===== src/rtl/int_ctrl.sv =====
// Vectored interrupt controller: latches edge/level sources, arbitrates by fixed
// priority with in-service nesting, and drives hwint/vector to the control unit.
module int_ctrl #(
    parameter int unsigned      NUM_IRQ    = 8,
    parameter int unsigned      WIDTH      = 32,
    parameter logic [WIDTH-1:0] VEC_BASE   = 32'h0000_0010,
    parameter int unsigned      VEC_STRIDE = 1
) (
    input  logic               clk,
    input  logic               rst,
    input  logic [NUM_IRQ-1:0] irq,
    input  logic [NUM_IRQ-1:0] edge_mode,
    input  logic [NUM_IRQ-1:0] en_mask,
    input  logic               imask,
    input  logic               int_ack,
    input  logic               eoi,
    output logic               hwint,
    output logic [WIDTH-1:0]   vector,
    output logic [NUM_IRQ-1:0] pending,
    output logic [NUM_IRQ-1:0] in_service,
    output logic               busy
);

    localparam int unsigned IDX_W = (NUM_IRQ > 1) ? $clog2(NUM_IRQ) : 1;

    typedef enum logic [0:0] {
        IDLE = 1'b0,
        REQ  = 1'b1
    } state_t;

    function automatic logic [NUM_IRQ-1:0] lowest_onehot(input logic [NUM_IRQ-1:0] v);
        return v & (~v + NUM_IRQ'(1));
    endfunction

    state_t             state_r, state_nx_s;
    logic [NUM_IRQ-1:0] irq_q_r;
    logic               armed_r;
    logic [NUM_IRQ-1:0] pending_r, pending_nx_s;
    logic [NUM_IRQ-1:0] in_service_r, in_service_nx_s;
    logic [NUM_IRQ-1:0] set_s, cand_s, ack_set_s, eoi_clr_s;
    logic [IDX_W-1:0]   winner_r, winner_nx_s, elig_idx_s;
    logic               elig_vld_s;
    logic               hwint_r, hwint_nx_s, busy_r;
    logic [WIDTH-1:0]   vector_r, vector_nx_s, vec_s;
    int                 lim_s;

    // Source capture; armed_r keeps a source already high at reset release from looking like an edge.
    always_comb begin
        set_s = (edge_mode & irq & ~irq_q_r & {NUM_IRQ{armed_r}}) | (~edge_mode & irq);
    end

    // Fixed-priority arbitration limited to channels above the highest-priority in-service one.
    always_comb begin
        cand_s     = pending_r & en_mask;
        lim_s      = int'(NUM_IRQ);
        elig_vld_s = 1'b0;
        elig_idx_s = '0;
        for (int i = int'(NUM_IRQ) - 1; i >= 0; i--) begin
            lim_s = in_service_r[i] ? i : lim_s;
        end
        for (int i = int'(NUM_IRQ) - 1; i >= 0; i--) begin
            elig_vld_s = (cand_s[i] && (i < lim_s)) ? 1'b1 : elig_vld_s;
            elig_idx_s = (cand_s[i] && (i < lim_s)) ? IDX_W'(i) : elig_idx_s;
        end
        vec_s = VEC_BASE + (WIDTH'(elig_idx_s) * WIDTH'(VEC_STRIDE));
    end

    // FSM next state, registered-output next values and pending/in-service updates.
    always_comb begin
        state_nx_s  = state_r;
        winner_nx_s = winner_r;
        hwint_nx_s  = 1'b0;
        vector_nx_s = {WIDTH{1'b0}};
        ack_set_s   = {NUM_IRQ{1'b0}};
        case (state_r)
            IDLE: begin
                if (imask && elig_vld_s) begin
                    state_nx_s  = REQ;
                    winner_nx_s = elig_idx_s;
                    hwint_nx_s  = 1'b1;
                    vector_nx_s = vec_s;
                end else begin
                    state_nx_s  = IDLE;
                end
            end
            REQ: begin
                if (int_ack) begin
                    state_nx_s = IDLE;
                    ack_set_s  = NUM_IRQ'(1) << winner_r;
                end else if (!imask || !en_mask[winner_r]) begin
                    state_nx_s = IDLE;
                end else begin
                    hwint_nx_s  = 1'b1;
                    vector_nx_s = vector_r;
                end
            end
            default: begin
                state_nx_s = IDLE;
            end
        endcase
        eoi_clr_s       = eoi ? lowest_onehot(in_service_r) : {NUM_IRQ{1'b0}};
        // A fresh event arriving with the ack survives the clear.
        pending_nx_s    = (pending_r & ~ack_set_s) | set_s;
        in_service_nx_s = (in_service_r & ~eoi_clr_s) | ack_set_s;
    end

    // FSM state register.
    always_ff @(posedge clk or posedge rst) begin
        if (rst) begin
            state_r <= IDLE;
        end else begin
            state_r <= state_nx_s;
        end
    end

    // Datapath and output registers.
    always_ff @(posedge clk or posedge rst) begin
        if (rst) begin
            irq_q_r      <= {NUM_IRQ{1'b0}};
            armed_r      <= 1'b0;
            pending_r    <= {NUM_IRQ{1'b0}};
            in_service_r <= {NUM_IRQ{1'b0}};
            winner_r     <= {IDX_W{1'b0}};
            hwint_r      <= 1'b0;
            vector_r     <= {WIDTH{1'b0}};
            busy_r       <= 1'b0;
        end else begin
            irq_q_r      <= irq;
            armed_r      <= 1'b1;
            pending_r    <= pending_nx_s;
            in_service_r <= in_service_nx_s;
            winner_r     <= winner_nx_s;
            hwint_r      <= hwint_nx_s;
            vector_r     <= vector_nx_s;
            busy_r       <= |in_service_nx_s;
        end
    end

    assign hwint      = hwint_r;
    assign vector     = vector_r;
    assign pending    = pending_r;
    assign in_service = in_service_r;
    assign busy       = busy_r;

endmodule


===== config.mk =====
export PLATFORM = sky130hd
export DESIGN_NAME = int_ctrl
export DESIGN_NICKNAME = d
export VERILOG_FILES = /design/src/rtl/int_ctrl.sv
export SDC_FILE = /design/constraint.sdc
export NUM_CORES = 1
export LEC_CHECK = 0
export CORE_MARGIN = 1
export CORE_UTILIZATION = 41
export DETAILED_ROUTE_END_ITERATION = 10
export HOLD_SLACK_MARGIN = 0.12
export PLACE_DENSITY = 0.79
export SKIP_LAST_GASP = 1
export SLEW_MARGIN = 20
export SYNTH_ARGS = -nofsm -noshare
export SYNTH_HDL_FRONTEND = slang
export SYNTH_SLANG_ARGS = --single-unit

===== constraint.sdc =====
create_clock -name clk -period 2.4 [get_ports clk]
set_input_delay 0.48 -clock clk [delete_from_list [all_inputs] [get_ports clk]]
set_output_delay 0.48 -clock clk [all_outputs]
set_load 0.01 [all_outputs]

==> impl_metrics.tcl, run 1 <==
set metrics [dict create \
    finalCriticalPeriod_ns 2.15 \
    num_rows 23 \
    nets 260 \
    synthDistinctLibCells 37 \
    final_cell_mix "clkdlybuf4s50_1 (50), dfrtp_1 (34), conb_1 (29)" \
    path_class "in2reg" \
    area_growth_syn_to_layout_pct 32.6 \
    yosys_warnings 0 \
    clk-insertion-delay-late_ns 0.28 \
    status "complete, no violations" \
    tightestPinTransition_ns 0.643 \
    hpwl_mm 3.06 \
    die_w_um 67.0 \
    powerDensity_nw_per_um2 869 \
    detail_route.wl_per_cell_um 14.0 \
    maxUsedRoutingLayer "met4" \
    clockBufferDepth 2 \
    antenna_cells 0 \
    fin_crit_sh_pct 89.7 \
    drive_above_1_share_pct 7.33 \
    cts_buffers 5 \
    hold_path_class "reg2reg" \
    max_freq_mhz 464 \
    clock_sinks 34 \
    wl_met2_mm 1.98 \
    cp-end-kind "register" \
    coreArea_um2 4030 \
    io-pin-count 79 \
    cp.required_ns 2.55 \
    grt_max_degree 35 \
    wl_mm 3.93 \
    gp_congestion 0.813 \
    synth_edf_count 0 \
    setup_viol 0 \
    vias 1443 \
    cp.arrival_ns 2.30 \
    first_iter_violations 73 \
    p_leak_nw 1.08 \
    gr-total-overflow 0 \
    post_cts_buffers 0 \
    synth_ff_type "dfrtp_1" \
    routed_via_density 5.12 \
    grt_pass1_wl_mm 6.34 \
    io_buffers 50 \
    synth-async-reset-ratio_pct 100 \
    nFillCells 353 \
    max-slew-margin-rel_pct 56.7 \
    grt_setup_unrepaired "no" \
    die_y_um 67.0 \
    max_cap_violations 0 \
    ctsHoldBuffers 0 \
    cp-start-kind "primary input" \
    hold_violations 0 \
    crit_path_start "eoi" \
    worst-path-max-fanout 5 \
    antenna_found_initial 0 \
    cts_tree "yes" \
    grt_pass1_vias 1375 \
    ctsHtreeMaxLevel 2 \
    reg2reg_from "in_service[1]$_DFF_PP0_" \
    tns_ns 0 \
    dieArea_um2 4490 \
    peakVddDrop_mv 0.443 \
    netlist_instances 173 \
    start_util_pct 43.0 \
    min_from "vector[1]$_DFFE_PP0P_" \
    drc 0 \
    wl_met1_mm 1.65 \
    synth.yosys.seq_area_share_pct 49.1 \
    avgSynthCellArea_um2 10.0 \
    synth_area_um2 1730 \
    multiInputGateArea_um2 741 \
    drv_slew 0 \
    fin_skew_ns 0.00265 \
    track_usage_pct 19.3 \
    final_common_cell "clkdlybuf4s50_1" \
    regArea_um2 851 \
    wl_met3_um 249 \
    cts-resized-gates 0 \
    drtAntennaViolNets 0 \
    cts_root_buf "clkbuf_8" \
    clk_pin_slew_ns 0.07 \
    ys_ff_latch 34 \
    firstDrtPassIters 4 \
    totalPowerFinal_mw 2.00 \
]
==> metrics by stage <==
step / cells / cell area [µm²] / util [%] / setup WS [ns] / hold WS (ns)
finish: 282 / 2300 / 57.0 / 0.247 / 0.475
global route: 282 / 2300 / 57.0 / 0.200 / 0.493
CTS: 282 / 2300 / 57.0 / 0.255 / 0.481
detailed placement: 274 / 2210 / 54.8 / -0.0460 / 0.464
global placement: 274 / 2210 / 54.8 / -0.00267 / 0.459
floorplan: 200 / 1830 / - / 0.469 / 0.494
==> where the power goes <==
group	switching [mW]	internal, mW
sequential	0.152	0.685
clock	0.193	0.231
combinational	0.342	0.395
==> synthesized netlist by cell type, types with 2 or more instances <==
cell      instances  share of area [%]
a21o_1            6                2.6
or4_1             2               0.87
nand3b_1          4                1.7
nand2_1          21                4.5
a22o_1            6                3.0
a21oi_1           6                1.7
dfrtp_1          34                 49
or3_1             2               0.72
buf_2             2               0.58
nand3_1           4                1.2
mux4_2            2                2.6
nor2_1            4               0.87
nand2b_1          2               0.72
inv_1             6                1.3
buf_4            28                 12
nor3_1            2               0.58
nor2b_1           2               0.72
conb_1            2               0.43
o21ai_0          20                5.8
==> final timing paths <==
path                                          to  slack, ns  cells after the start
max                               busy$_DFF_PP0_       0.25                      5
min                        vector[1]$_DFFE_PP0P_       0.48                      1
max reg2reg                       busy$_DFF_PP0_       0.38                      5
min reg2reg                vector[1]$_DFFE_PP0P_       0.48                      1
max in group asynchronous   irq_q_r[0]$_DFF_PP0_       1.50                      3
min in group asynchronous      armed_r$_DFF_PP0_       0.59                      3
==> logic make-up after synthesis <==
kind of cell	count (synthesis)	synth area share, %
other	2	0.433
and+or+nand+nor	52	16.6
muxes	3	3.18
AOI/OAI and AO/OA	46	16.7
buffers and inverters	36	14.0
DFF	34	49.1
==> metal layers <==
layer | track usage (%) | vias up
met5 | 0 | -
met4 | 7.18 | 0
met3 | 4.79 | 6
met2 | 31.3 | 68
met1 | 24.4 | 697
li1 | - | 672
==> flip-flops by register name (all words and copies together), names as in the netlist <==
register and flops:
winner_r 3, state_r 1, armed_r 1, in_service 8, vector 4, irq_q_r 8, pending 8, busy 1
==> critical path: stages <==
cell             delay, ns
clkdlybuf4s50_1       0.61
nand3_4               0.09
a21o_1                0.20
or4_1                 0.52
or4_1                 0.40
==> layout make-up <==
type | instances | share of cell area [%]
inverter | 6 | 0.980
clock buffer | 7 | 3.76
sequential | 34 | 37.0
tap | 50 | 2.72
timing repair buffer | 54 | 23.1
multi-input combinational | 130 | 32.2
clock inverter | 1 | 0.218
(Power assumes the default switching activity.)
==> inputs of run 2 (changes only) <==
GPL_ROUTABILITY_DRIVEN = 0   (was unset)
==> results of run 2 <==
No change in the layout: final DEF, timing and power equal those of run 1.
==> inputs of run 3 (changes only) <==
CORE_MARGIN = 2   (was 1)
==> impl_metrics.tcl, run 3 (synthesis results as in run 1) <==
set metrics [dict create \
    num_rows 23 \
    slowest_delay_ns 0.52 \
    worst-path-max-fanout 4 \
    cp.arrival_ns 2.31 \
    drtAntennaViolNets 0 \
    max_freq_mhz 463 \
    track_usage_pct 16.9 \
    stdcell_count 282 \
    multiInputGateArea_um2 741 \
    setup_viol 0 \
    reg2reg_from "in_service[0]$_DFF_PP0_" \
    stdcell_area_um2 2300 \
    ctsHoldBuffers 0 \
    grt_pass1_wl_mm 6.33 \
    nFillCells 351 \
    post-place-ws_ns -0.0441 \
    finalCriticalPeriod_ns 2.16 \
    regArea_um2 851 \
    crit_buf_inv 1 \
    powerDensity_nw_per_um2 870 \
    tightestPinTransition_ns 0.620 \
    place_area_um2 2210 \
    gr-total-overflow 0 \
    cp.required_ns 2.55 \
    ctsHtreeMaxLevel 2 \
    crit_path_start "int_ack" \
    path_delay_family "simple AND/OR/NAND/NOR gates" \
    grt_setup_unrepaired "no" \
    post_cts_buffers 0 \
    cts_tree "yes" \
    p_leak_nw 1.08 \
    crit_top_cell "or4_1" \
    antenna_found_initial 0 \
    io-pin-count 79 \
    path_class "in2reg" \
    rr_endpoint "busy$_DFF_PP0_" \
    hpwl_mm 3.10 \
    totalPowerFinal_mw 2.00 \
    clockBufferDepth 2 \
    area_growth_syn_to_layout_pct 32.6 \
    hold_depth 2 \
    max-slew-margin-rel_pct 58.3 \
    holdWs_ns 0.479 \
    final_cell_mix "clkdlybuf4s50_1 (50), dfrtp_1 (34), conb_1 (29)" \
    fin_crit_sh_pct 89.9 \
    hold_violations 0 \
    firstDrtPassIters 4 \
    max_cap_violations 0 \
    clock_sinks 34 \
    slowest_stage "or4_1" \
    drive_above_1_share_pct 7.33 \
    coreArea_um2 4030 \
    peakVddDrop_mv 0.404 \
    detail_route.wl_per_cell_um 14.0 \
    regToRegSetupSlack_ns 0.37 \
    cts_root_buf "clkbuf_8" \
    grt_max_degree 35 \
    worst_slack_ns 0.242 \
    cp-start-kind "primary input" \
    cts-resized-gates 0 \
    cts_buffers 5 \
    crit_chain "clkdlybuf4s50_1 -> nand3_1 -> nor3_1 -> a21o_1 -> or4_1 -> or4_1" \
    wl_mm 3.95 \
    nets 260 \
    clk-insertion-delay-late_ns 0.28 \
    die_y_um 69.0 \
    cp-end-kind "register" \
    clk_pin_slew_ns 0.07 \
    dieArea_um2 4760 \
    status "complete, no violations" \
    cp_num_cells 6 \
    antenna_cells 0 \
    fin_skew_ns 0.00401 \
    first_iter_violations 58 \
    routed_via_density 5.00 \
    io_buffers 50 \
    cp-endpoint "busy$_DFF_PP0_" \
    hold_path_class "reg2reg" \
    final_common_cell "clkdlybuf4s50_1" \
    grt_pass1_vias 1362 \
    die_w_um 69.0 \
    drv_slew 0 \
    drc 0 \
    start_util_pct 43.0 \
    dp.cells 274 \
    worstRegToRegCells 5 \
    final_core_util_pct 57.0 \
    tns_ns 0 \
    vias 1411 \
]
-- run 3: cell counts in the layout (fill, tap and decap cells not counted) --
No cell type changed its count.
-- run 3: cell type report --
type                            count  area share [%]
Sequential cell                    34            37.0
Timing Repair Buffer               54            23.1
Multi-Input combinational cell    130            32.2
Tap cell                           50            2.72
Clock buffer                        7            3.76
Clock inverter                      1           0.218
Inverter                            6           0.980
-- run 3: how the worst min path moves through the flow --
stage,from,endpoint,slack [ns]
final,vector[4]$_DFFE_PP0P_,vector[4]$_DFFE_PP0P_,0.48
after global routing,vector[0]$_DFFE_PP0P_,vector[0]$_DFFE_PP0P_,0.50
after CTS,vector[4]$_DFFE_PP0P_,vector[4]$_DFFE_PP0P_,0.48
after detailed placement,vector[4]$_DFFE_PP0P_,vector[4]$_DFFE_PP0P_,0.46
after global placement,vector[1]$_DFFE_PP0P_,vector[1]$_DFFE_PP0P_,0.46
after floorplan,irq_q_r[3]$_DFF_PP0_,pending[3]$_DFF_PP0_,0.49
-- run 3: power breakdown --
part           leakage [nW]  switching [mW]  total, mW  internal, mW
Clock                0.0482           0.196      0.427         0.231
Sequential            0.404           0.155      0.839         0.685
Combinational         0.624           0.339      0.734         0.395
Total                  1.08           0.689       2.00          1.31
-- run 3: routing by layer --
metal	vias to the layer above	GRT usage, %	share of wire (%)
li1	667	-	-
met5	-	0	0
met2	54	28.1	51
met3	7	4.39	6.0
met4	0	7.19	1.6
met1	683	20.6	41
-- run 3: worst reg2reg max path: cells and delay by family (launching register included) --
family / cells / cell delay, ns
simple gates: 4 / 1.23
flops: 1 / 0.46
compound gates: 1 / 0.20
